--- config.mk ---
export PLATFORM = sky130hd
export DESIGN_NAME = jam_cost_rom
export DESIGN_NICKNAME = d
export VERILOG_FILES = /design/src/rtl/jam_cost_rom_pkg.sv /design/src/rtl/jam_perm_checker.sv /design/src/rtl/jam_cost_rom.sv
export SDC_FILE = /design/constraint.sdc
export NUM_CORES = 1
export LEC_CHECK = 0
export CAP_MARGIN = 25
export CORE_MARGIN = 5
export CORE_UTILIZATION = 40
export DETAILED_ROUTE_END_ITERATION = 7
export GPL_TIMING_DRIVEN = 1
export PLACE_DENSITY_LB_ADDON = 0.3
export SLEW_MARGIN = 20
export SYNTH_ARGS = -nofsm -noshare
export SYNTH_HDL_FRONTEND = slang
export SYNTH_SLANG_ARGS = --single-unit
--- constraint.sdc ---
create_clock -name CLK -period 2.3 [get_ports CLK]
set_input_delay 0.575 -clock CLK [delete_from_list [all_inputs] [get_ports CLK]]
set_output_delay 0.575 -clock CLK [all_outputs]
set_load 0.03 [all_outputs]
--- src/rtl/jam_cost_rom_pkg.sv ---
// Shared definitions for the job-assignment cost table: FSM encoding and table geometry.
package jam_cost_rom_pkg;

  localparam int COST_W_DEF  = 7;
  localparam int N_IDX       = 8;
  localparam int IDX_W       = 3;
  localparam int TABLE_DEPTH = 64;
  localparam int ADDR_W      = 6;

  typedef enum logic [1:0] {
    ST_IDLE  = 2'd0,
    ST_LOAD  = 2'd1,
    ST_SERVE = 2'd2
  } state_t;

endpackage

--- src/rtl/jam_perm_checker.sv ---
// Watches W/J lookups in SERVE and flags any job index reused within one W=0..7 sweep.
module jam_perm_checker
  import jam_cost_rom_pkg::*;
(
  input  logic             CLK,
  input  logic             RST,
  input  logic             active,
  input  logic [IDX_W-1:0] W,
  input  logic [IDX_W-1:0] J,
  output logic             perm_err,
  output logic [15:0]      perm_cnt
);

  logic [N_IDX-1:0] mask;
  logic [IDX_W-1:0] prev_w;
  logic             win_valid;
  logic             started;
  logic [N_IDX-1:0] j_bit;
  logic             w_start;
  logic             w_hold;
  logic             w_step;

  assign j_bit   = {{(N_IDX-1){1'b0}}, 1'b1} << J;
  assign w_start = (W == '0) && ((prev_w != '0) || !started);
  assign w_hold  = (W == prev_w);
  // Compare in one extra bit so prev_w=7 never looks like a step to W=0.
  assign w_step  = win_valid && ({1'b0, W} == ({1'b0, prev_w} + 4'd1));

  always_ff @(posedge CLK or posedge RST) begin
    if (RST) begin
      mask      <= '0;
      prev_w    <= '0;
      win_valid <= 1'b0;
      started   <= 1'b0;
      perm_err  <= 1'b0;
      perm_cnt  <= '0;
    end else if (active) begin
      started <= 1'b1;
      prev_w  <= W;
      if (w_start) begin
        mask      <= j_bit;
        win_valid <= 1'b1;
      end else if (w_hold) begin
        mask <= mask;
      end else if (w_step) begin
        if ((mask & j_bit) != '0) perm_err <= 1'b1;
        mask <= mask | j_bit;
        if (W == IDX_W'(N_IDX - 1)) begin
          perm_cnt  <= perm_cnt + 16'd1;
          win_valid <= 1'b0;
        end
      end else begin
        win_valid <= 1'b0;
      end
    end
  end

endmodule

--- src/rtl/jam_cost_rom.sv ---
// Loadable 8x8 worker/job cost table with registered lookup and a permutation checker.
module jam_cost_rom
  import jam_cost_rom_pkg::*;
#(
  parameter int COST_W = COST_W_DEF
) (
  input  logic              CLK,
  input  logic              RST,
  input  logic [IDX_W-1:0]  W,
  input  logic [IDX_W-1:0]  J,
  output logic [COST_W-1:0] Cost,
  input  logic              load_en,
  input  logic [COST_W-1:0] load_data,
  output logic              load_ready,
  output logic              table_ready,
  output logic              perm_err,
  output logic [15:0]       perm_cnt,
  output logic [1:0]        dbg_state
);

  // Load handshake: an entry transfers on every rising edge where load_en and load_ready
  // are both high; load_ready never drops mid-load, so load_en alone paces the stream.
  state_t            state;
  state_t            state_nxt;
  logic [ADDR_W-1:0] addr;
  logic [ADDR_W-1:0] addr_nxt;
  logic [ADDR_W-1:0] wr_addr;
  logic              tbl_we;
  logic [COST_W-1:0] tbl [TABLE_DEPTH];

  assign dbg_state = state;

  always_ff @(posedge CLK or posedge RST) begin
    if (RST) begin
      state <= ST_IDLE;
      addr  <= '0;
    end else begin
      state <= state_nxt;
      addr  <= addr_nxt;
    end
  end

  always_comb begin
    state_nxt   = state;
    addr_nxt    = addr;
    wr_addr     = addr;
    tbl_we      = 1'b0;
    load_ready  = 1'b0;
    table_ready = 1'b0;
    case (state)
      ST_IDLE: begin
        load_ready = 1'b1;
        wr_addr    = '0;
        if (load_en) begin
          tbl_we    = 1'b1;
          addr_nxt  = ADDR_W'(1);
          state_nxt = ST_LOAD;
        end
      end
      ST_LOAD: begin
        load_ready = 1'b1;
        if (load_en) begin
          tbl_we   = 1'b1;
          addr_nxt = addr + ADDR_W'(1);
          if (addr == ADDR_W'(TABLE_DEPTH - 1)) state_nxt = ST_SERVE;
        end
      end
      ST_SERVE: begin
        table_ready = 1'b1;
      end
      default: begin
        state_nxt = ST_IDLE;
        addr_nxt  = '0;
      end
    endcase
  end

  // Plain storage with no reset so it maps onto RAM or flops without a clear network.
  always_ff @(posedge CLK) begin
    if (tbl_we) tbl[wr_addr] <= load_data;
  end

  always_ff @(posedge CLK or posedge RST) begin
    if (RST) begin
      Cost <= '0;
    end else if (state == ST_SERVE) begin
      Cost <= tbl[{W, J}];
    end else begin
      Cost <= '0;
    end
  end

  jam_perm_checker u_perm_checker (
    .CLK      (CLK),
    .RST      (RST),
    .active   (state == ST_SERVE),
    .W        (W),
    .J        (J),
    .perm_err (perm_err),
    .perm_cnt (perm_cnt)
  );

endmodule

**Yosys cells after proc, flatten, opt, wreduce, memory -nomap -nowiden**

Memories as Yosys holds them, arrays and structs flattened.
Index checks and enable logic that the tools add are counted.
W data, S select, Z words.

- Bits in latches: 0
- Memories kept: 1
- Register bits: 45
- Bits in read-only memories: 0
- Bits in writable memories: 448
- Input port bits: 16
- Output and inout port bits: 28

Memory list:

| memory | words | bits a word | read ports | clocked after Yosys merged registers in | write ports | line | source |
|---|---|---|---|---|---|---|---|
| tbl | 64 | 7 | 1 | 0 | 1 | jam_cost_rom.sv:29 | `logic [COST_W-1:0] tbl [TABLE_DEPTH];` |

- Mux-type cells: 22
- Eq/ne operators: 11
- Reductions and logical operators: 16
- Div/mod/pow operators: 0
- Bitwise gates (word level): 5
- Add/subtract/negate cells: 3
- Shift operators: 1
- $mul: 0
- Order comparisons: 0

Operators with widths:

| cell | number |
|---|---|
| $mux W8 | 3 |
| $mux W6 | 3 |
| $pmux W6 S3 | 1 |
| $add A16 B1 Y16 const B | 1 |
| $mux W1 | 10 |
| $reduce_and A5 Y1 | 2 |
| $reduce_and A3 Y1 | 3 |
| $and A8 B8 Y8 | 1 |
| $or A8 B8 Y8 | 1 |
| $reduce_bool A8 Y1 | 1 |
| $shl A1 B3 Y8 const A | 1 |
| $mux W7 | 1 |
| $add A6 B1 Y6 const B | 1 |
| $eq A6 B6 Y1 const B | 1 |
| $mux W2 | 3 |
| $ne A2 B2 Y1 const B | 3 |
| $pmux W2 S3 | 1 |
| $add A3 B1 Y4 const B | 1 |
| $eq A3 B4 Y1 | 1 |
| $reduce_and A4 Y1 | 1 |
| $eq A3 B3 Y1 | 1 |
| $eq A3 B3 Y1 const B | 1 |
| $logic_not A3 Y1 | 1 |
| $ne A3 B2 Y1 const B | 1 |
| 11 further kinds | 14 |

**Logic depth before layout (Yosys ltp)**

Gate-level depths: netlist (run 1).

- Word-level depth: 6
- Gate-level depth with buffers: 9
- Depth with buffers taken out: 7

**Hierarchy**

From an unflattened synthesis (run 1), not the netlist that was laid out.

- Cell total of the unflattened synthesis: 1074
- Area total of the unflattened synthesis: 19972.9 sq um

Modules (own cells, without submodules):

| module | area each (sq um) | instances | cells an instance |
|---|---|---|---|
| jam_cost_rom | 18456.5 | 1 | 941 |
| jam_perm_checker | 1516.5 | 1 | 133 |

**Worst setup path after synthesis (run 1)**

Ideal clock, no wire load.

- Path type: input-to-reg
- From: input port load_en
- To: memory tbl[50][0] (netlist bit) (enable)
- Arrival: 2.292 ns
- Stages: 5
- Setup slack: -0.372 ns
- Setup time: 0.380 ns
- Cell sequence: buf_2 > inv_1 > nor3_1 > nand3_1 > nor3_1

- Cells in the longest elaborated chain, start to end: 4

Ends and longest elaborated chain:

| what | line | source |
|---|---|---|
| start: declaration | jam_cost_rom.sv:12 | `input logic load_en,` |
| $mux W1 | jam_cost_rom.sv:54, jam_cost_rom.sv:62 |  |
| $mux W1 | -- |  |
| $mux W1 | jam_cost_rom.sv:80 | `if (tbl_we) tbl[wr_addr] <= load_data;` |
| $mux W1 (implied by the code) | jam_cost_rom.sv:80 |  |
| end: declaration | jam_cost_rom.sv:29 |  |

Every way passes these cells.

**Worst setup path in the final report (run 1)**

- From: register Cost[2]
- To: output port Cost[2]

RTL lines:

| what | line | source |
|---|---|---|
| start: declaration | jam_cost_rom.sv:11 | `output logic [COST_W-1:0] Cost,` |
| start signal: assignment | jam_cost_rom.sv:87 | `Cost <= tbl[{W, J}];` |

No word-level cell between the ends.

==> results of run 1 <==
==> cells by family after synthesis <==
logic type	after synthesis
multiplexers	154
XOR/XNOR	20
flip-flops	493
adder cells (fa/ha/maj)	4
buffers and inverters	61
AO/OA/AOI/OAI	69
AND/OR/NAND/NOR	184
==> state kept, by name, summed over array words and instances, names as in the netlist <==
signal and cells:
dbg_state 2, u_perm_checker.perm_err 1, u_perm_checker.mask 8, tbl 448, u_perm_checker.prev_w 3, u_perm_checker.win_valid 1, Cost 7, u_perm_checker.started 1
u_perm_checker.perm_cnt 16, addr 6
==> per-layer routing <==
| layer | vias up | GRT usage, % | routed length (um) |
|---|---|---|---|
| met4 | 0 | 5.17 | 1100 |
| met1 | 5424 | 25.5 | 20600 |
| li1 | 4537 | - | - |
| met2 | 339 | 27.1 | 21700 |
| met3 | 79 | 3.28 | 2890 |
| met5 | - | 0 | 0 |
==> what timing repair did <==
action | 4_1_cts | 5_1_grt
buffers inserted | 4 | 0
setup endpoints to repair | 12 | 13
gates resized for setup | 17 | 5
==> metrics by stage <==
stage	instance area, sq um	power [uW]	setup TNS [ps]	setup WS (ps)	hold slack (ps)
3_5_place_dp	22500	13200	-111450	-494	458
3_3_place_gp	22500	13200	-112250	-498	462
4_1_cts	24100	21300	0	0.561	344
2_1_floorplan	19700	11900	-15.7	-8.00	440
5_1_grt	24100	21900	0	0.991	375
6_report	24100	21100	0	38.3	346
==> cell usage in the layout, fill, tap and decap left out, drive strengths merged, types with 18 or more instances in the layout <==
cell / count
edfxtp: 448
buf: 212
mux4: 130
nor2: 73
clkbuf: 73
dfrtp: 45
nand2: 42
o21ai: 21
clkdlybuf4s50: 18
nand3: 18
==> worst paths after layout <==
check / end / slack, ps / cells past startpoint
max: Cost[2] / 40 / 1
min: u_perm_checker.perm_cnt[13] / 350 / 3
max reg2reg: tbl[25][0] / 210 / 7
min reg2reg: u_perm_checker.perm_cnt[15] / 470 / 1
max in group asynchronous: dbg_state[1] / 1700 / 3
min in group CLK: tbl[41][6] / 460 / 1
==> where the power goes <==
group	internal (uW)	switching, uW	total (uW)
Combinational	1120	1500	2620
Clock	4720	3310	8030
Sequential	10200	274	10500
==> area by class of cell <==
| cell class | instances | area, sq um | share of cell area [%] |
|---|---|---|---|
| multi-input combinational | 431 | 4820 | 20.0 |
| clock buffer | 73 | 1410 | 5.84 |
| sequential | 493 | 14600 | 60.4 |
| inverter | 13 | 48.8 | 0.202 |
| timing repair buffer | 245 | 2220 | 9.22 |
| tap | 664 | 831 | 3.44 |
| clock inverter | 20 | 218 | 0.902 |
==> impl_table.tex, run 1 <==
\begin{tabular}{lr}
\hline
Metric & Value \\
\hline
\multicolumn{2}{l}{\textbf{Run status}} \\
Outcome & complete, no violations \\
\multicolumn{2}{l}{\textbf{Yosys}} \\
Adder-Cell Fraction of Synth Area & 0.255\% \\
Average size of a mapped cell & 20.0 sq um \\
Synth Area in Compound Gates & 2.45\% \\
Post-synth net total & 1005 \\
Syn. warnings & 0 \\
Most used DFF post-synth & sky130\_fd\_sc\_hd\_\_edfxtp\_1 \\
Number of library cell types mapped by synthesis & 59 \\
XOR/XNOR Fraction of Synth Area & 0.961\% \\
Number of enable-type register cells in the synthesized netlist & 448 \\
Most area-hungry cell type in the Yosys netlist & sky130\_fd\_sc\_hd\_\_edfxtp\_1 \\
Share of async-settable or async-resettable flops after synthesis & 9.13\% \\
Multiplexer area fraction after synthesis & 16.3\% \\
Synthesis-stage register bit count & 493 \\
Most common cell in the synthesized netlist & sky130\_fd\_sc\_hd\_\_edfxtp\_1 \\
Sequential-to-total area share from yosys stat & 74.1\% \\
Main combinational cell family by area after synthesis & multiplexers \\
Netlist area before placement & 19700 sq um \\
Synthesized instance count & 985 \\
Synth top cells by count & sky130\_fd\_sc\_hd\_\_edfxtp\_1 (448), sky130\_fd\_sc\_hd\_\_mux4\_2 (126), sky130\_fd\_sc\_hd\_\_nor2\_1 (73) \\
Post-synthesis share of cell area spent on and, or, nand and nor gates & 4.33\% \\
Post-synth top area share & 68.4\% \\
Biggest area contributors in the synthesized netlist & sky130\_fd\_sc\_hd\_\_edfxtp\_1 (68\%), sky130\_fd\_sc\_hd\_\_mux4\_2 (14\%), sky130\_fd\_sc\_hd\_\_dfrtp\_1 (5.7\%) \\
\multicolumn{2}{l}{\textbf{Worst setup path}} \\
Worst Setup End Kind & output port \\
Sort of element at the start of the critical path & flip-flop \\
Arrival time at the worst endpoint & 1690 ps \\
Maximum fanout along the worst path & 1 \\
Origin of the worst setup path & Cost[2] \\
List of cells traversed by the critical path & clkdlybuf4s50\_1 \\
Critical Path RT & 1730 ps \\
Worst setup path category & flip-flop to output port \\
Number of buffers and inverters on the critical path & 1 \\
Beginning of the worst register-to-register path & dbg\_state[0] \\
Kind of cell adding the most delay to the critical path & buffers and inverters \\
Crit path largest cell delay & 700 ps \\
Slowest stage cell, crit path & sky130\_fd\_sc\_hd\_\_clkdlybuf4s50\_1 \\
\multicolumn{2}{l}{\textbf{STA}} \\
Fmax achieved & 442 MHz \\
Count of final setup violators & 0 \\
Final hold violation count & 0 \\
Ratio of final minimum period to clock period & 98.3\% \\
Setup repair after global routing missed its margin & false \\
Number of pins exceeding their max-slew limit in the final report & 0 \\
Min Clock Period, post-route & 2260 ps \\
Worst Tran Pin Value & 576 ps \\
Setup Skew & 23.0 ps \\
Slew margin rel. & 61.6\% \\
\multicolumn{2}{l}{\textbf{Die}} \\
Overall die height & 232 um \\
Initial core utilization & 40.3\% \\
Ports placed on the boundary & 44 \\
Die area & 53700 sq um \\
Core region area & 48700 sq um \\
Horizontal extent of the die & 232 um \\
Core Rows & 81 \\
\multicolumn{2}{l}{\textbf{Run}} \\
Number of violations of the max-capacitance limit & 0 \\
\multicolumn{2}{l}{\textbf{Clock tree}} \\
TritonCTS buffer count & 50 \\
H-tree Lvls & 2 \\
Clock transition at the registers of the reported paths & 60 ps \\
Clk sink count & 493 \\
Count of hold buffers inserted by post-cts repair & 0 \\
Clk Latency, worst-skew pair & 590 ps \\
Clock tree from TritonCTS & built \\
CTS root buffer & sky130\_fd\_sc\_hd\_\_clkbuf\_16 \\
Maximum root-to-sink buffer count & 3 \\
\multicolumn{2}{l}{\textbf{Route}} \\
DR WL/cell & 23.9 um \\
Post-route DRC & 0 \\
Drt pass-1 iters & 6 \\
Via/cell ratio & 5.35 \\
Number of DRC markers after the initial detailed-route iteration & 1000 \\
Total via count after detailed routing & 10379 \\
Post-detailed-route count of antenna-violating nets & 0 \\
Total wire length & 46300 um \\
\multicolumn{2}{l}{\textbf{Power and ir drop}} \\
Pwr per Cell Area & 874 nW/um\^{}2 \\
Leak pwr & 0.00835 uW \\
Maximum vdd ir drop & 0.478 mV \\
\multicolumn{2}{l}{\textbf{GRT}} \\
Total track usage & 17.5\% \\
Pin count of the biggest net entering global routing & 65 \\
Number of global-route vias before repair & 10785 \\
Total gr overflow & 0 \\
First-pass GRT wire length & 70100 um \\
Number of antenna violations at the first check in global routing & 0 \\
\multicolumn{2}{l}{\textbf{Layout}} \\
Area grow syn2layout & 22.7\% \\
Number of nets at the end of the flow & 1254 \\
Fraction of layout cells with a size suffix above 1 & 34.4\% \\
N\_diodes & 0 \\
Final standard cell count with taps included and fillers excluded & 1939 \\
Filler Cell Count & 3995 \\
End-of-flow core utilization & 49.5\% \\
\multicolumn{2}{l}{\textbf{Placement}} \\
Total of buffers placed on input and output ports & 43 \\
Inst Count DP & 1842 \\
HPWL after DPL & 30700 um \\
Final estimated routing congestion in global placement & 0.830 \\
\multicolumn{2}{l}{\textbf{Worst hold path}} \\
Path class of the lowest-slack min-delay path & input pin to async pin \\
\hline
\end{tabular}
(Power assumes the default switching activity.)
==> run 2: changes to the inputs <==
- CORE_MARGIN: 5 -> not set
==> impl_table.tex, run 2 (synthesized netlist as in run 1, its figures left out) <==
\begin{tabular}{lr}
\hline
Metric & Value \\
\hline
\multicolumn{2}{l}{\textbf{Worst setup path}} \\
List of cells traversed by the critical path & clkdlybuf4s50\_1 \\
Slowest stage cell, crit path & sky130\_fd\_sc\_hd\_\_clkdlybuf4s50\_1 \\
Sort of element at the start of the critical path & flip-flop \\
Origin of the worst setup path & Cost[3] \\
Crit path largest cell delay & 680 ps (-20 ps) \\
Maximum fanout along the worst path & 1 (unchanged) \\
Worst setup path category & flip-flop to output port \\
Worst Setup End Kind & output port \\
Critical Path RT & 1730 ps (about the same) \\
Arrival time at the worst endpoint & 1650 ps (-40 ps) \\
Number of buffers and inverters on the critical path & 1 (unchanged) \\
Beginning of the worst register-to-register path & tbl[1][1] \\
R2r setup slk & 160 ps (-50 ps) \\
Kind of cell adding the most delay to the critical path & buffers and inverters \\
\multicolumn{2}{l}{\textbf{STA}} \\
Setup repair after global routing missed its margin & false \\
Final hold violation count & 0 (unchanged) \\
Min Clock Period, post-route & 2230 ps (-33.7 ps) \\
Count of final setup violators & 0 (unchanged) \\
Slew margin rel. & 54.8\% (-6.8 points) \\
Ratio of final minimum period to clock period & 96.9\% (-1.5 points) \\
Fmax achieved & 449 MHz (+1.5\%) \\
Setup Skew & 16.4 ps (-6.57 ps) \\
Worst Tran Pin Value & 677 ps (+101 ps) \\
Final Hold Slack & 305 ps (-40.2 ps) \\
Sum of negative setup slack & 0 ps (unchanged) \\
Number of pins exceeding their max-slew limit in the final report & 0 (unchanged) \\
\multicolumn{2}{l}{\textbf{Power and ir drop}} \\
Flop pwr share & 48.7\% (-0.8 points) \\
Leak pwr & 0.00842 uW (+0.78\%) \\
Total power & 21400 uW (+1.4\%) \\
Logic gate share of total power & 11.7\% (-0.7 points) \\
Pwr per Cell Area & 892 nW/um\^{}2 (+2.0\%) \\
Proportion of total power due to net switching & 24.0\% (-0.069 points) \\
Maximum vdd ir drop & 0.527 mV (+10\%) \\
Clock power share & 39.6\% (+1.6 points) \\
Internal cell power & 16200 uW (+1.5\%) \\
Switching power of the nets & 5140 uW (+1.1\%) \\
\multicolumn{2}{l}{\textbf{Die}} \\
Overall die height & 224 um (-3.5\%) \\
Core region area & 48100 sq um (-1.2\%) \\
Initial core utilization & 40.8\% (+0.50 points) \\
Core Rows & 80 (-1.2\%) \\
Die area & 50100 sq um (-6.8\%) \\
Horizontal extent of the die & 224 um (-3.5\%) \\
Ports placed on the boundary & 44 (unchanged) \\
\multicolumn{2}{l}{\textbf{Placement}} \\
Inst Count DP & 1811 (-1.7\%) \\
HPWL after DPL & 30200 um (-1.5\%) \\
Total of buffers placed on input and output ports & 43 (unchanged) \\
Final estimated routing congestion in global placement & 0.892 (+7.5\%) \\
Placed cell area & 22200 sq um (-0.98\%) \\
\multicolumn{2}{l}{\textbf{Layout}} \\
Most common library cell in the layout ignoring fill and taps & sky130\_fd\_sc\_hd\_\_edfxtp\_1 \\
Reg with most FFs & tbl \\
Commonest cells after routing, fill and taps aside & sky130\_fd\_sc\_hd\_\_edfxtp\_1 (448), sky130\_fd\_sc\_hd\_\_buf\_4 (156), sky130\_fd\_sc\_hd\_\_mux4\_2 (126), sky130\_fd\_sc\_hd\_\_nor2\_1 (73), sky130\_fd\_sc\_hd\_\_clkbuf\_16 (51) \\
Number of nets at the end of the flow & 1229 (-2.0\%) \\
Fraction of layout cells with a size suffix above 1 & 33.6\% (-0.81 points) \\
Area grow syn2layout & 22.0\% \\
Leading registers by flop count & tbl x448, u\_perm\_checker.perm\_cnt x16, u\_perm\_checker.mask x8 \\
Final standard cell count with taps included and fillers excluded & 1909 (-1.5\%) \\
Final instance area & 24000 sq um (-0.61\%) \\
Number of flip-flops in the largest register & 448 (unchanged) \\
\multicolumn{2}{l}{\textbf{Route}} \\
Via/cell ratio & 5.37 (+0.35\%) \\
DR WL/cell & 24.1 um (+0.89\%) \\
Drt pass-1 iters & 5 (-1) \\
Post-detailed-route count of antenna-violating nets & 0 (unchanged) \\
Total wire length & 46000 um (-0.67\%) \\
Post-route DRC & 0 (unchanged) \\
Number of DRC markers after the initial detailed-route iteration & 981 (-1.9\%) \\
Total via count after detailed routing & 10254 (-1.2\%) \\
\multicolumn{2}{l}{\textbf{GRT}} \\
Met2 track demand over resource in global routing & 29.8\% (+2.7 points) \\
Most utilized layer in the global route result & met2 \\
Total gr overflow & 0 (unchanged) \\
Number of antenna violations at the first check in global routing & 0 (unchanged) \\
First-pass GRT wire length & 69400 um (-1.1\%) \\
GR met3 Demand/Resource & 3.32\% (+0.041 points) \\
Number of global-route vias before repair & 10532 (-2.3\%) \\
Met1 Usage GRT & 27.9\% (+2.4 points) \\
Pin count of the biggest net entering global routing & 65 (unchanged) \\
Total track usage & 19.0\% (+1.5 points) \\
\multicolumn{2}{l}{\textbf{Clock tree}} \\
Clk sink count & 493 (unchanged) \\
H-tree Lvls & 2 (unchanged) \\
Count of hold buffers inserted by post-cts repair & 0 (unchanged) \\
TritonCTS buffer count & 51 (+2.0\%) \\
Maximum root-to-sink buffer count & 3 (unchanged) \\
Clock transition at the registers of the reported paths & 60 ps (about the same) \\
CTS root buffer & sky130\_fd\_sc\_hd\_\_clkbuf\_16 \\
Clock tree from TritonCTS & built \\
Clk Latency, worst-skew pair & 600 ps (about the same) \\
\multicolumn{2}{l}{\textbf{Worst hold path}} \\
Path class of the lowest-slack min-delay path & input pin to async pin \\
\multicolumn{2}{l}{\textbf{Run}} \\
Number of violations of the max-capacitance limit & 0 (unchanged) \\
\multicolumn{2}{l}{\textbf{Run status}} \\
Outcome & complete, no violations \\
\hline
\end{tabular}
run 2: changes by cell type in the layout (fill, tap and decap cells not counted), moves of 7 or more:
cell	change
sky130_fd_sc_hd__dlymetal6s2s_1	+7
sky130_fd_sc_hd__clkinv_2	+9
sky130_fd_sc_hd__buf_4	-21
sky130_fd_sc_hd__clkdlybuf4s50_1	-8
sky130_fd_sc_hd__clkbuf_1	-10
run 2: per-stage QoR:
stage | utilization [%] | setup slack (ps)
2_1_floorplan | - | -8.00
3_3_place_gp | 46.2 | -481
3_5_place_dp | 46.2 | -491
4_1_cts | 49.8 | 0.173
5_1_grt | 49.8 | 15.1
6_report | 49.8 | 72.0
run 2: power by group through the flow:
stage | logic, uW | clock network, uW | registers [uW]
2_1_floorplan | 1400 | 0 | 10500
3_3_place_gp | 2490 | 0 | 10600
3_5_place_dp | 2520 | 0 | 10600
4_1_cts | 2510 | 8600 | 10400
5_1_grt | 2690 | 8950 | 10400
6_report | 2500 | 8470 | 10400
run 2: layout make-up:
cell class | count | area [sq um]
clock buffers | 61 | 1330
flip-flops and latches | 493 | 14600
inverters | 13 | 52.6
well taps | 656 | 821
repair buffers | 219 | 1990
diodes | 1 | 2.50
fillers | 3839 | 24200
multi-input cells | 431 | 4820
clock inverters | 35 | 389
run 2: repair_timing:
item / in CTS / in global routing
resized for setup: 14 / 15
buffers inserted: 1 / 0
endpoints found under the setup margin: 13 / 14
run 2: final timing paths:
check	end	cells after the start
worst max-delay path	Cost[3]	1
max in group asynchronous	addr[0]	3
worst max register to register	Cost[1]	6
worst min-delay path	u_perm_checker.win_valid	2
min in group CLK	u_perm_checker.perm_cnt[15]	1
worst min register to register	u_perm_checker.perm_cnt[15]	1
run 2: worst register-to-register path, stage by stage (launching register included):
cell,delay (ps)
sky130_fd_sc_hd__edfxtp_1,380
sky130_fd_sc_hd__mux4_2,470
sky130_fd_sc_hd__mux2_2,290
sky130_fd_sc_hd__o21ai_0,310
sky130_fd_sc_hd__buf_4,180
sky130_fd_sc_hd__o32ai_1,70
sky130_fd_sc_hd__a221o_1,310
run 2: metal layers:
metal  vias up  wire length, um
met5         -                0
met4         0              682
met3        57             2660
met2       325            21700
met1      5386            20900
li1       4486                -
